$ cat src/rtl/ee465_rx_pkg.sv
// Shared receive-path definitions.
//  - DATA_W_DEF : default sample width (signed 1s17)
//  - fsm_state_e: phase-search FSM states
//  - abs_sat    : |x| of a w-bit signed value (sign-extended to 32 bits);
//                 the most negative code maps to the largest positive one.
package ee465_rx_pkg;

  localparam int DATA_W_DEF = 18;

  typedef enum logic [1:0] {IDLE, MEASURE, COMPARE, DONE} fsm_state_e;

  function automatic logic [31:0] abs_sat(input logic signed [31:0] x, input int w);
    logic signed [31:0] most_neg;
    most_neg = -(32'sd1 <<< (w - 1));
    if (x == most_neg) return (32'd1 << (w - 1)) - 32'd1;
    else if (x < 0)    return $unsigned(-x);
    else               return $unsigned(x);
  endfunction

endpackage

$ cat src/rtl/symbol_phase_aligner_abs_metric_acc.sv
// abs_metric_acc: accumulates |i|+|q| over SEARCH_SYMS symbols.
//  clk, rst_n : clock, async active-low reset
//  clr        : synchronous clear of sum and count (wins over en)
//  en         : add one metric sample and bump the count
//  in_i, in_q : signed samples
//  acc        : running sum, wide enough that SEARCH_SYMS full-scale adds never wrap
//  done       : count has reached SEARCH_SYMS (further en is ignored)
module abs_metric_acc
  import ee465_rx_pkg::*;
#(
  parameter int DATA_W      = DATA_W_DEF,
  parameter int SEARCH_SYMS = 1024,
  parameter int ACC_W       = DATA_W + 1 + $clog2(SEARCH_SYMS)
) (
  input  logic              clk,
  input  logic              rst_n,
  input  logic              clr,
  input  logic              en,
  input  logic [DATA_W-1:0] in_i,
  input  logic [DATA_W-1:0] in_q,
  output logic [ACC_W-1:0]  acc,
  output logic              done
);

  localparam int CNT_W = $clog2(SEARCH_SYMS) + 1;

  logic [31:0]       abs_i, abs_q;
  logic [DATA_W-1:0] metric;
  logic [CNT_W-1:0]  cnt;

  // Each saturated magnitude is at most 2^(W-1)-1, so the sum fits W bits.
  always_comb begin
    abs_i  = abs_sat(32'($signed(in_i)), DATA_W);
    abs_q  = abs_sat(32'($signed(in_q)), DATA_W);
    metric = DATA_W'(abs_i + abs_q);
  end

  assign done = (cnt == CNT_W'(SEARCH_SYMS));

  always_ff @(posedge clk or negedge rst_n) begin
    if (!rst_n) begin
      acc <= '0;
      cnt <= '0;
    end else if (clr) begin
      acc <= '0;
      cnt <= '0;
    end else if (en && !done) begin
      acc <= acc + ACC_W'(metric);
      cnt <= cnt + 1'b1;
    end
  end

endmodule

$ cat src/rtl/symbol_phase_aligner.sv
// symbol_phase_aligner: I/Q sample-to-symbol decimator with manual or
// searched sampling phase.
//  sys_clk, reset_n        : clock, async active-low reset
//  sam_clk_ena/sym_clk_ena : sample / symbol strobes (symbol coincides with a sample)
//  in_i, in_q              : matched-filter outputs, signed
//  mode_auto, manual_sel   : phase source select / manual tap index
//  start_search            : begin a phase search (auto mode only)
//  out_i, out_q, out_valid : symbol decisions, valid the cycle after the symbol strobe
//  sel_active              : tap currently feeding the outputs
//  search_busy/search_done : FSM not idle / result committed pulse
module symbol_phase_aligner
  import ee465_rx_pkg::*;
#(
  parameter int  DATA_W      = DATA_W_DEF,
  parameter int  MAX_DELAY   = 8,
  parameter int  SEARCH_SYMS = 1024,
  localparam int SEL_W       = $clog2(MAX_DELAY)
) (
  input  logic              sys_clk,
  input  logic              reset_n,
  input  logic              sam_clk_ena,
  input  logic              sym_clk_ena,
  input  logic [DATA_W-1:0] in_i,
  input  logic [DATA_W-1:0] in_q,
  input  logic              mode_auto,
  input  logic [SEL_W-1:0]  manual_sel,
  input  logic              start_search,
  output logic [DATA_W-1:0] out_i,
  output logic [DATA_W-1:0] out_q,
  output logic              out_valid,
  output logic [SEL_W-1:0]  sel_active,
  output logic              search_busy,
  output logic              search_done
);

  localparam int             NUM_LANES = 2;  // lane 0 = I, lane 1 = Q
  localparam int             ACC_W     = DATA_W + 1 + $clog2(SEARCH_SYMS);
  localparam logic [SEL_W-1:0] SEL_MAX = SEL_W'(MAX_DELAY - 1);

  logic [NUM_LANES-1:0][DATA_W-1:0]                lane_in;
  logic [NUM_LANES-1:0][MAX_DELAY-1:0][DATA_W-1:0] tap;
  logic [0:0]                                      vld_pipe;

  fsm_state_e        state;
  logic [SEL_W-1:0]  cand, best_cand, best_sel;
  logic [ACC_W-1:0]  acc, best_metric;
  logic              acc_done, acc_clr, acc_en;

  assign lane_in = {in_q, in_i};

  // Delay lines: tap[k] is the input delayed k+1 sample strobes.
  always_ff @(posedge sys_clk or negedge reset_n) begin
    if (!reset_n) begin
      tap <= '0;
    end else if (sam_clk_ena) begin
      for (int l = 0; l < NUM_LANES; l++)
        tap[l] <= {tap[l][MAX_DELAY-2:0], lane_in[l]};
    end
  end

  // Output register reads pre-shift taps; sel_active only moves on a symbol
  // strobe so every emitted symbol comes from a single phase.
  always_ff @(posedge sys_clk or negedge reset_n) begin
    if (!reset_n) begin
      out_i      <= '0;
      out_q      <= '0;
      sel_active <= '0;
      vld_pipe   <= '0;
    end else begin
      vld_pipe[0] <= sym_clk_ena;
      if (sym_clk_ena) begin
        out_i <= tap[0][sel_active];
        out_q <= tap[1][sel_active];
        if (mode_auto)                              sel_active <= best_sel;
        else if (int'(manual_sel) > MAX_DELAY - 1)  sel_active <= SEL_MAX;
        else                                        sel_active <= manual_sel;
      end
    end
  end

  assign out_valid = vld_pipe[0];

  // Single accumulator, candidate tap muxed in.
  assign acc_clr = (state == IDLE) || (state == COMPARE);
  assign acc_en  = (state == MEASURE) && sym_clk_ena;

  abs_metric_acc #(
    .DATA_W      (DATA_W),
    .SEARCH_SYMS (SEARCH_SYMS),
    .ACC_W       (ACC_W)
  ) u_acc (
    .clk   (sys_clk),
    .rst_n (reset_n),
    .clr   (acc_clr),
    .en    (acc_en),
    .in_i  (tap[0][cand]),
    .in_q  (tap[1][cand]),
    .acc   (acc),
    .done  (acc_done)
  );

  // Search FSM. Dropping mode_auto anywhere in a search abandons it without
  // touching best_sel.
  always_ff @(posedge sys_clk or negedge reset_n) begin
    if (!reset_n) begin
      state       <= IDLE;
      cand        <= '0;
      best_cand   <= '0;
      best_metric <= '0;
      best_sel    <= '0;
      search_done <= 1'b0;
    end else begin
      search_done <= 1'b0;
      if (state != IDLE && !mode_auto) begin
        state <= IDLE;
      end else begin
        case (state)
          IDLE: if (start_search && mode_auto) begin
            state       <= MEASURE;
            cand        <= '0;
            best_cand   <= '0;
            best_metric <= '0;
          end
          MEASURE: if (acc_done) state <= COMPARE;
          COMPARE: begin
            // Strict compare: ties keep the lower index.
            if (acc > best_metric) begin
              best_metric <= acc;
              best_cand   <= cand;
            end
            if (cand == SEL_MAX) begin
              state <= DONE;
            end else begin
              cand  <= cand + 1'b1;
              state <= MEASURE;
            end
          end
          DONE: begin
            best_sel    <= best_cand;
            search_done <= 1'b1;
            state       <= IDLE;
          end
          default: state <= IDLE;
        endcase
      end
    end
  end

  assign search_busy = (state != IDLE);

endmodule

$ cat config.mk
export PLATFORM = sky130hd
export DESIGN_NAME = symbol_phase_aligner
export DESIGN_NICKNAME = d
export VERILOG_FILES = /design/src/rtl/ee465_rx_pkg.sv /design/src/rtl/symbol_phase_aligner_abs_metric_acc.sv /design/src/rtl/symbol_phase_aligner.sv
export SDC_FILE = /design/constraint.sdc
export NUM_CORES = 1
export LEC_CHECK = 0
export BUFFER_PORTS_ARGS = -buffer_cell sky130_fd_sc_hd__buf_2
export CORE_AREA = 2 2 229 231
export DETAILED_ROUTE_END_ITERATION = 12
export DIE_AREA = 0 0 231 233
export PLACE_DENSITY = 0.7
export SETUP_SLACK_MARGIN = 0.5
export SLEW_MARGIN = 10
export SYNTH_ARGS = -nofsm -noshare
export SYNTH_HDL_FRONTEND = slang
export SYNTH_SLANG_ARGS = --single-unit
$ cat constraint.sdc
create_clock -name sys_clk -period 7 [get_ports sys_clk]
set_input_delay 0.7 -clock sys_clk [delete_from_list [all_inputs] [get_ports sys_clk]]
set_output_delay 0.7 -clock sys_clk [all_outputs]
set_load 0.05 [all_outputs]
Yosys cells after proc, flatten, opt, wreduce, memory -nomap -nowiden
Cells that the tools add are included.
{"block": "classes", "n_mux": 32, "add_sub_neg": 6, "reduce_logical": 15, "magnitude_cmp": 5, "n_eq_ne": 12, "bitwise_logic": 1}
{"operator": "binary-select mux 18 bit (select 3 bit)", "count": 4}
{"operator": "two-way mux 18 bit", "count": 8}
{"operator": "two-way mux 29 bit", "count": 4}
{"operator": "case mux 29 bit (2 select lines)", "count": 1}
{"operator": "equality test 18 bit, second input constant", "count": 2}
{"operator": "< comparator 18 x 1 -> 1 bit, second input constant", "count": 2}
{"operator": "negator 18 bit", "count": 2}
{"operator": "adder 29 x 18 -> 29 bit", "count": 1}
{"operator": "greater-than comparator 29 bit", "count": 1}
{"operator": "two-way mux 11 bit", "count": 2}
{"operator": "adder 18 bit", "count": 1}
{"operator": "two-way mux 3 bit", "count": 4}
{"operator": "case mux 3 bit (2 select lines)", "count": 2}
{"operator": "adder 11 x 1 -> 11 bit, second input constant", "count": 1}
{"operator": "equality test 11 bit, second input constant", "count": 1}
{"operator": "< comparator 3 x 4 -> 1 bit, second input constant", "count": 2}
{"operator": "two-way mux 2 bit", "count": 4}
{"operator": "case mux 2 bit (4 select lines)", "count": 1}
{"operator": "AND reduction 4 bit", "count": 2}
{"operator": "inequality test 3 x 1 -> 1 bit, second input constant", "count": 2}
{"operator": "nonzero test 2 bit", "count": 3}
{"operator": "equality test 2 bit, second input constant", "count": 2}
{"operator": "logical AND 1 bit", "count": 4}
{"operator": "inequality test 2 x 1 -> 1 bit, second input constant", "count": 2}
{"operator": "10 further kinds", "count": 13}
{"block": "word_totals", "reg_bits": 409, "inputBits": 45}

Longest topological paths before layout
{"block": "logic_depth", "depth_word": 9, "depth_mapped": 31, "ltp_nobuf": 27}

Hierarchy
Synthesis repeated with hierarchy kept, for this count alone.
{"block": "hier_totals", "hier_cells": 1777, "hier_area_um2": 23090.9}
{"mod": "symbol_phase_aligner", "instances": 1, "cells_per_inst": 1203, "area_each_um2": 18547.8}
{"mod": "abs_metric_acc", "instances": 1, "cells_per_inst": 574, "area_each_um2": 4543.1}

Least setup slack after synthesis
OpenSTA, ideal clock, no wires.
{"block": "synth_timing", "path_kind": "register to register", "from": "register cand[1]", "to": "register u_acc.acc[27]", "path_stages_with_launch": 30, "path_slack_ns": 0.709, "t_arrival_ns": 6.210, "n_path_buf": 5, "cell_sequence": "dfrtp_1 > buf_4 > buf_2 > buf_1 > mux4_2 > mux2i_1 > ha_1 > nand3_1 > or3b_2 > clkbuf_1 > nor2_1 > nand2_1 > buf_2 > nand2_1 > ha_1 > o21ai_0 > o21ai_0 > a21o_1 > a21oi_1 > o21ai_0 > o41ai_1 > xnor2_1 > ha_1 > and3_1 > and3_1 > nand3_1 > o21ai_0 > nor2_1 > or3_1 > a21oi_1"}
{"block": "synth_between", "elab_chain_cells": 9, "elab_cells_between_ends": 18, "cone_classes": "4 x add/sub; 2 x order compare; 2 x eq/ne; 10 x mux"}
{"element": "from (decl)", "line_no": "symbol_phase_aligner.sv:45", "source": "logic [SEL_W-1:0] cand, best_cand, best_sel;"}
{"element": "from (signal assigned)", "line_no": "symbol_phase_aligner.sv:134", "source": "cand <= cand + 1'b1;"}
{"element": "binary-select mux 18 bit (select 3 bit), on equally long branches", "line_no": "symbol_phase_aligner.sv:96, symbol_phase_aligner.sv:97"}
{"element": "two-way mux 18 bit, on equally long branches", "line_no": "symbol_phase_aligner.sv:96, symbol_phase_aligner.sv:97"}
{"element": "negator 18 bit or < comparator 18 x 1 -> 1 bit (tied branches)", "line_no": "ee465_rx_pkg.sv:16", "source": "else if (x < 0) return $unsigned(-x);"}
{"element": "two-way mux 18 bit", "line_no": "ee465_rx_pkg.sv:16"}
{"element": "two-way mux 18 bit", "line_no": "ee465_rx_pkg.sv:15", "source": "if (x == most_neg) return (32'd1 << (w - 1)) - 32'd1;"}
{"element": "adder 18 bit *", "line_no": "symbol_phase_aligner_abs_metric_acc.sv:35", "source": "metric = DATA_W'(abs_i + abs_q);"}
{"element": "adder 29 x 18 -> 29 bit *", "line_no": "symbol_phase_aligner_abs_metric_acc.sv:48", "source": "acc <= acc + ACC_W'(metric);"}
{"element": "two-way mux 29 bit *", "line_no": "symbol_phase_aligner_abs_metric_acc.sv:47", "source": "end else if (en && !done) begin"}
{"element": "two-way mux 29 bit *", "line_no": "symbol_phase_aligner_abs_metric_acc.sv:44", "source": "end else if (clr) begin"}
{"element": "to (signal assigned)", "line_no": "symbol_phase_aligner_abs_metric_acc.sv:48"}
{"element": "to (decl)", "line_no": "symbol_phase_aligner_abs_metric_acc.sv:21", "source": "output logic [ACC_W-1:0] acc,"}
Every way passes the cells marked *; elsewhere a longest branch is shown, timed or not. The select of a mux whose other input is x is not followed.
A chain may end at the register's enable or synchronous reset.

Worst setup path in the final report
{"block": "layout_timing", "from": "register cand[0]", "to": "register u_acc.acc[26]"}
The elaborated chain is that of the path after synthesis.

==> flow_metrics.py <==
metrics = {
    "cells_and_area": {
        "postLayoutCoreUtil_pct": 51.0,
        "seq_area_mm2": 0.0103,
        "multi_input_area_mm2": 0.0121,
        "fin_nets": 2000,
        "fill_cells": 4384,
        "post_route_cells_drive_above_1_share_pct": 37.6,
        "antennaDiodeCount": 0,
        "areaGrowthSynthToFinish_pct": 14.1,
    },
    "sta": {
        "slew_headroom_pct": 28.3,
        "worstMarginPinSlew_ps": 1070,
        "setup-violations-final": 0,
        "finalCriticalPeriod_ps": 6320,
        "fin_tns_setup_ps": 0,
        "fin_crit_sh_pct": 90.3,
        "rsz0062_at_grt": "no",
        "hold_ws_ps": 134,
        "fin_worst_skew_ps": 22.5,
        "finalHoldViolations": 0,
        "fmax_mhz": 158,
        "slew_viol_final": 0,
    },
    "hold_path": {
        "worstHoldPathType": "in2async",
    },
    "placement": {
        "place_congestion": 0.910,
        "hpwl_mm": 33.4,
        "portBuffers": 86,
    },
    "yosys": {
        "synthFlopType": "dfrtp_1",
        "synth_fa_ha_area_share_pct": 4.07,
        "syn_nets": 1904,
        "ys_async_sr_fraction_pct": 100,
        "yosys.area_share.xor_xnor_pct": 2.22,
        "yosys_warnings": 0,
        "yosys.area_share.simple_pct": 6.28,
        "avgSynthCellArea_um2": 12.8,
        "netlist_area_mm2": 0.0228,
        "synth_compound_area_share_pct": 7.61,
        "synth-seq-cells": 409,
        "synth_edf_count": 0,
        "synth_mux_area_share_pct": 32.0,
        "ys_types": 67,
        "syn_inst": 1786,
        "synth-seq-area-share_pct": 44.8,
        "synth_top_family_by_area": "multiplexers",
    },
    "critical_path": {
        "regToRegStartpoint": "cand[0]",
        "crit_type": "reg2reg",
        "startpoint_type": "flop",
        "endpoint_kind": "flop",
        "rr_worst_depth": 25,
        "critical_path_required_ps": 7500,
        "critPathMaxFanout": 12,
        "r2r_slack_ps": 680,
        "r2r_end": "u_acc.acc[26]",
        "cp_data_arrival_time_ps": 6820,
    },
    "power": {
        "p_int_mw": 6.29,
        "ir_drop_mv": 0.220,
        "power.static_leakage_nw": 11.1,
        "seqPwrFrac_pct": 35.5,
        "power_density_mw_per_mm2": 376,
        "clkPwrFrac_pct": 25.8,
        "switching_share_pct": 35.8,
        "total_power_mw": 9.80,
        "p_switching_mw": 3.51,
        "p_comb_share_pct": 38.7,
    },
    "route": {
        "drt_wl_total_mm": 50.9,
        "drc_errors": 0,
        "antenna_left": 0,
        "first_pass_iters": 5,
        "viasPerCell": 5.83,
        "drt_iter0_markers": 1019,
        "num_vias": 15100,
        "wl_per_cell_um": 19.6,
    },
    "floorplan": {
        "core_area_mm2": 0.0511,
        "num_rows": 83,
        "initial_core_util_pct": 44.7,
        "dieArea_mm2": 0.0538,
        "num_io_pins": 87,
        "die_w_um": 231,
        "dieHeight_um": 233,
    },
    "cts": {
        "cts_buffer_depth": 3,
        "clock-sinks": 409,
        "cts.clk_slew.worst_paths_ps": 60,
        "h-tree-depth": 2,
        "clk_latency_ps": 590,
        "cts_tree": "done",
        "holdBufCountCts": 0,
        "cts-root-buf": "clkbuf_16",
        "cts_buffers": 46,
    },
    "grt": {
        "use_met2_pct": 32.1,
        "antenna_found_initial": 0,
        "grt_max_degree": 177,
        "grt_pass1_vias": 15600,
        "overflow": 0,
        "busiest_layer": "met2",
        "grt_pass1_wl_mm": 83.3,
        "grt_util_met1_pct": 25.8,
        "grt_usage_pct": 19.1,
        "met3_usage_pct": 3.10,
    },
    "job": {
        "maxCapViolCount": 0,
    },
    "run_status": {
        "outcome": "completed",
    },
}
==> timing repair <==
action,in CTS,in global routing
setup endpoints to repair,14,17
cloned,0,0
hold endpoints to repair,0,0
buffers inserted,7,13
gates resized for setup,11,44
pin swaps,2,16
==> Yosys cell counts, types with 11 or more instances <==
cell type	instances	share of area (%)
dfrtp_1	409	45
ha_1	71	3.9
nand2_1	84	1.4
nor2_1	80	1.3
and3_1	11	0.30
mux2_2	302	15
inv_1	53	0.87
o31ai_1	12	0.39
o21ai_0	60	1.3
mux4_2	134	13
xnor2_1	37	1.4
clkbuf_1	69	1.1
nand4_1	15	0.41
a21o_1	27	0.89
a22o_1	32	1.2
a21oi_1	76	1.7
nor3_1	12	0.26
buf_1	15	0.25
nand3_1	45	0.99
xor2_1	21	0.81
mux2i_1	81	3.6
==> worst max-delay path, cell delays in order (launching register included) <==
cell and delay (ps):
dfrtp_4 530, buf_4 160, buf_12 140, mux2_2 290
mux4_2 510, or4b_4 540, nand2b_4 170, nor3_4 220
a21oi_2 130, inv_1 70, ha_1 250, a211oi_2 310
o21ai_2 120, a21o_1 200, a21oi_2 210, o21ai_2 110
o41ai_2 320, xnor2_1 110, ha_1 370, and3_4 220
and3_4 210, o21a_1 120, o21ai_1 100, and3_4 220
or4_1 420, a21oi_2 150
==> power by group through the flow <==
stage	clock network, mW	logic (mW)	registers (mW)
detailed placement	0	3.56	3.51
floorplan	0	2.59	3.52
CTS	2.58	3.60	3.47
global placement	0	3.47	3.46
global route	2.68	4.15	3.57
finish	2.53	3.80	3.48
==> registers in the layout (all words and copies together), names as in the netlist <==
name	count
best_cand	3
tap	288
cand	3
state	2
out_i	18
u_acc.acc	29
out_q	18
best_metric	29
out_valid	1
best_sel	3
search_done	1
sel_active	3
u_acc.cnt	11
==> cells by family (layout without fill, tap and decap cells) <==
group | after synthesis | after routing
compound gates | 268 | 268
simple gates | 298 | 298
fa+ha+maj | 73 | 73
mux | 520 | 520
xor+xnor | 58 | 58
flops | 409 | 409
buf+inv | 160 | 289
==> placed cells by master, fill, tap and decap left out, types with 53 or more instances in the layout <==
master	n
a21oi_1	71
mux2i_1	76
ha_1	68
buf_4	60
buf_2	83
nor2_1	80
mux4_2	134
inv_1	53
nand2_1	82
mux2_2	302
dfrtp_1	404
==> area by class of cell <==
class | instances | area share, %
multi-input cells | 1217 | 46.5
clock inverters | 20 | 1.12
repair buffers | 152 | 3.98
well taps | 680 | 3.26
clock buffers | 61 | 5.02
flip-flops and latches | 409 | 39.3
inverters | 56 | 0.811
==> worst max-delay path by stage <==
stage	from	endpoint	slack (ps)	cells after the start
floorplan	cand[1]	u_acc.acc[27]	710	29
global placement	cand[0]	u_acc.acc[27]	250	25
detailed placement	cand[0]	u_acc.acc[27]	10	25
CTS	cand[0]	u_acc.acc[26]	510	25
global route	cand[0]	u_acc.acc[26]	410	27
finish	cand[0]	u_acc.acc[26]	680	25
==> metal layers <==
metal	part of all wire, %	wire length, um
met3	4.1	2100
met1	44	22500
met5	0	0
met2	50	25200
met4	2.1	1040
==> per-stage QoR <==
step           cells  setup WS (ps)  area [um2]
2_1_floorplan   1786            709       22800
3_5_place_dp    2494           10.1       24100
4_1_cts         2582            509       25800
6_report        2595            679       26100
3_3_place_gp    2494            254       24100
5_1_grt         2595            412       26100
No activity file was read; power rests on OpenSTA's default activity.
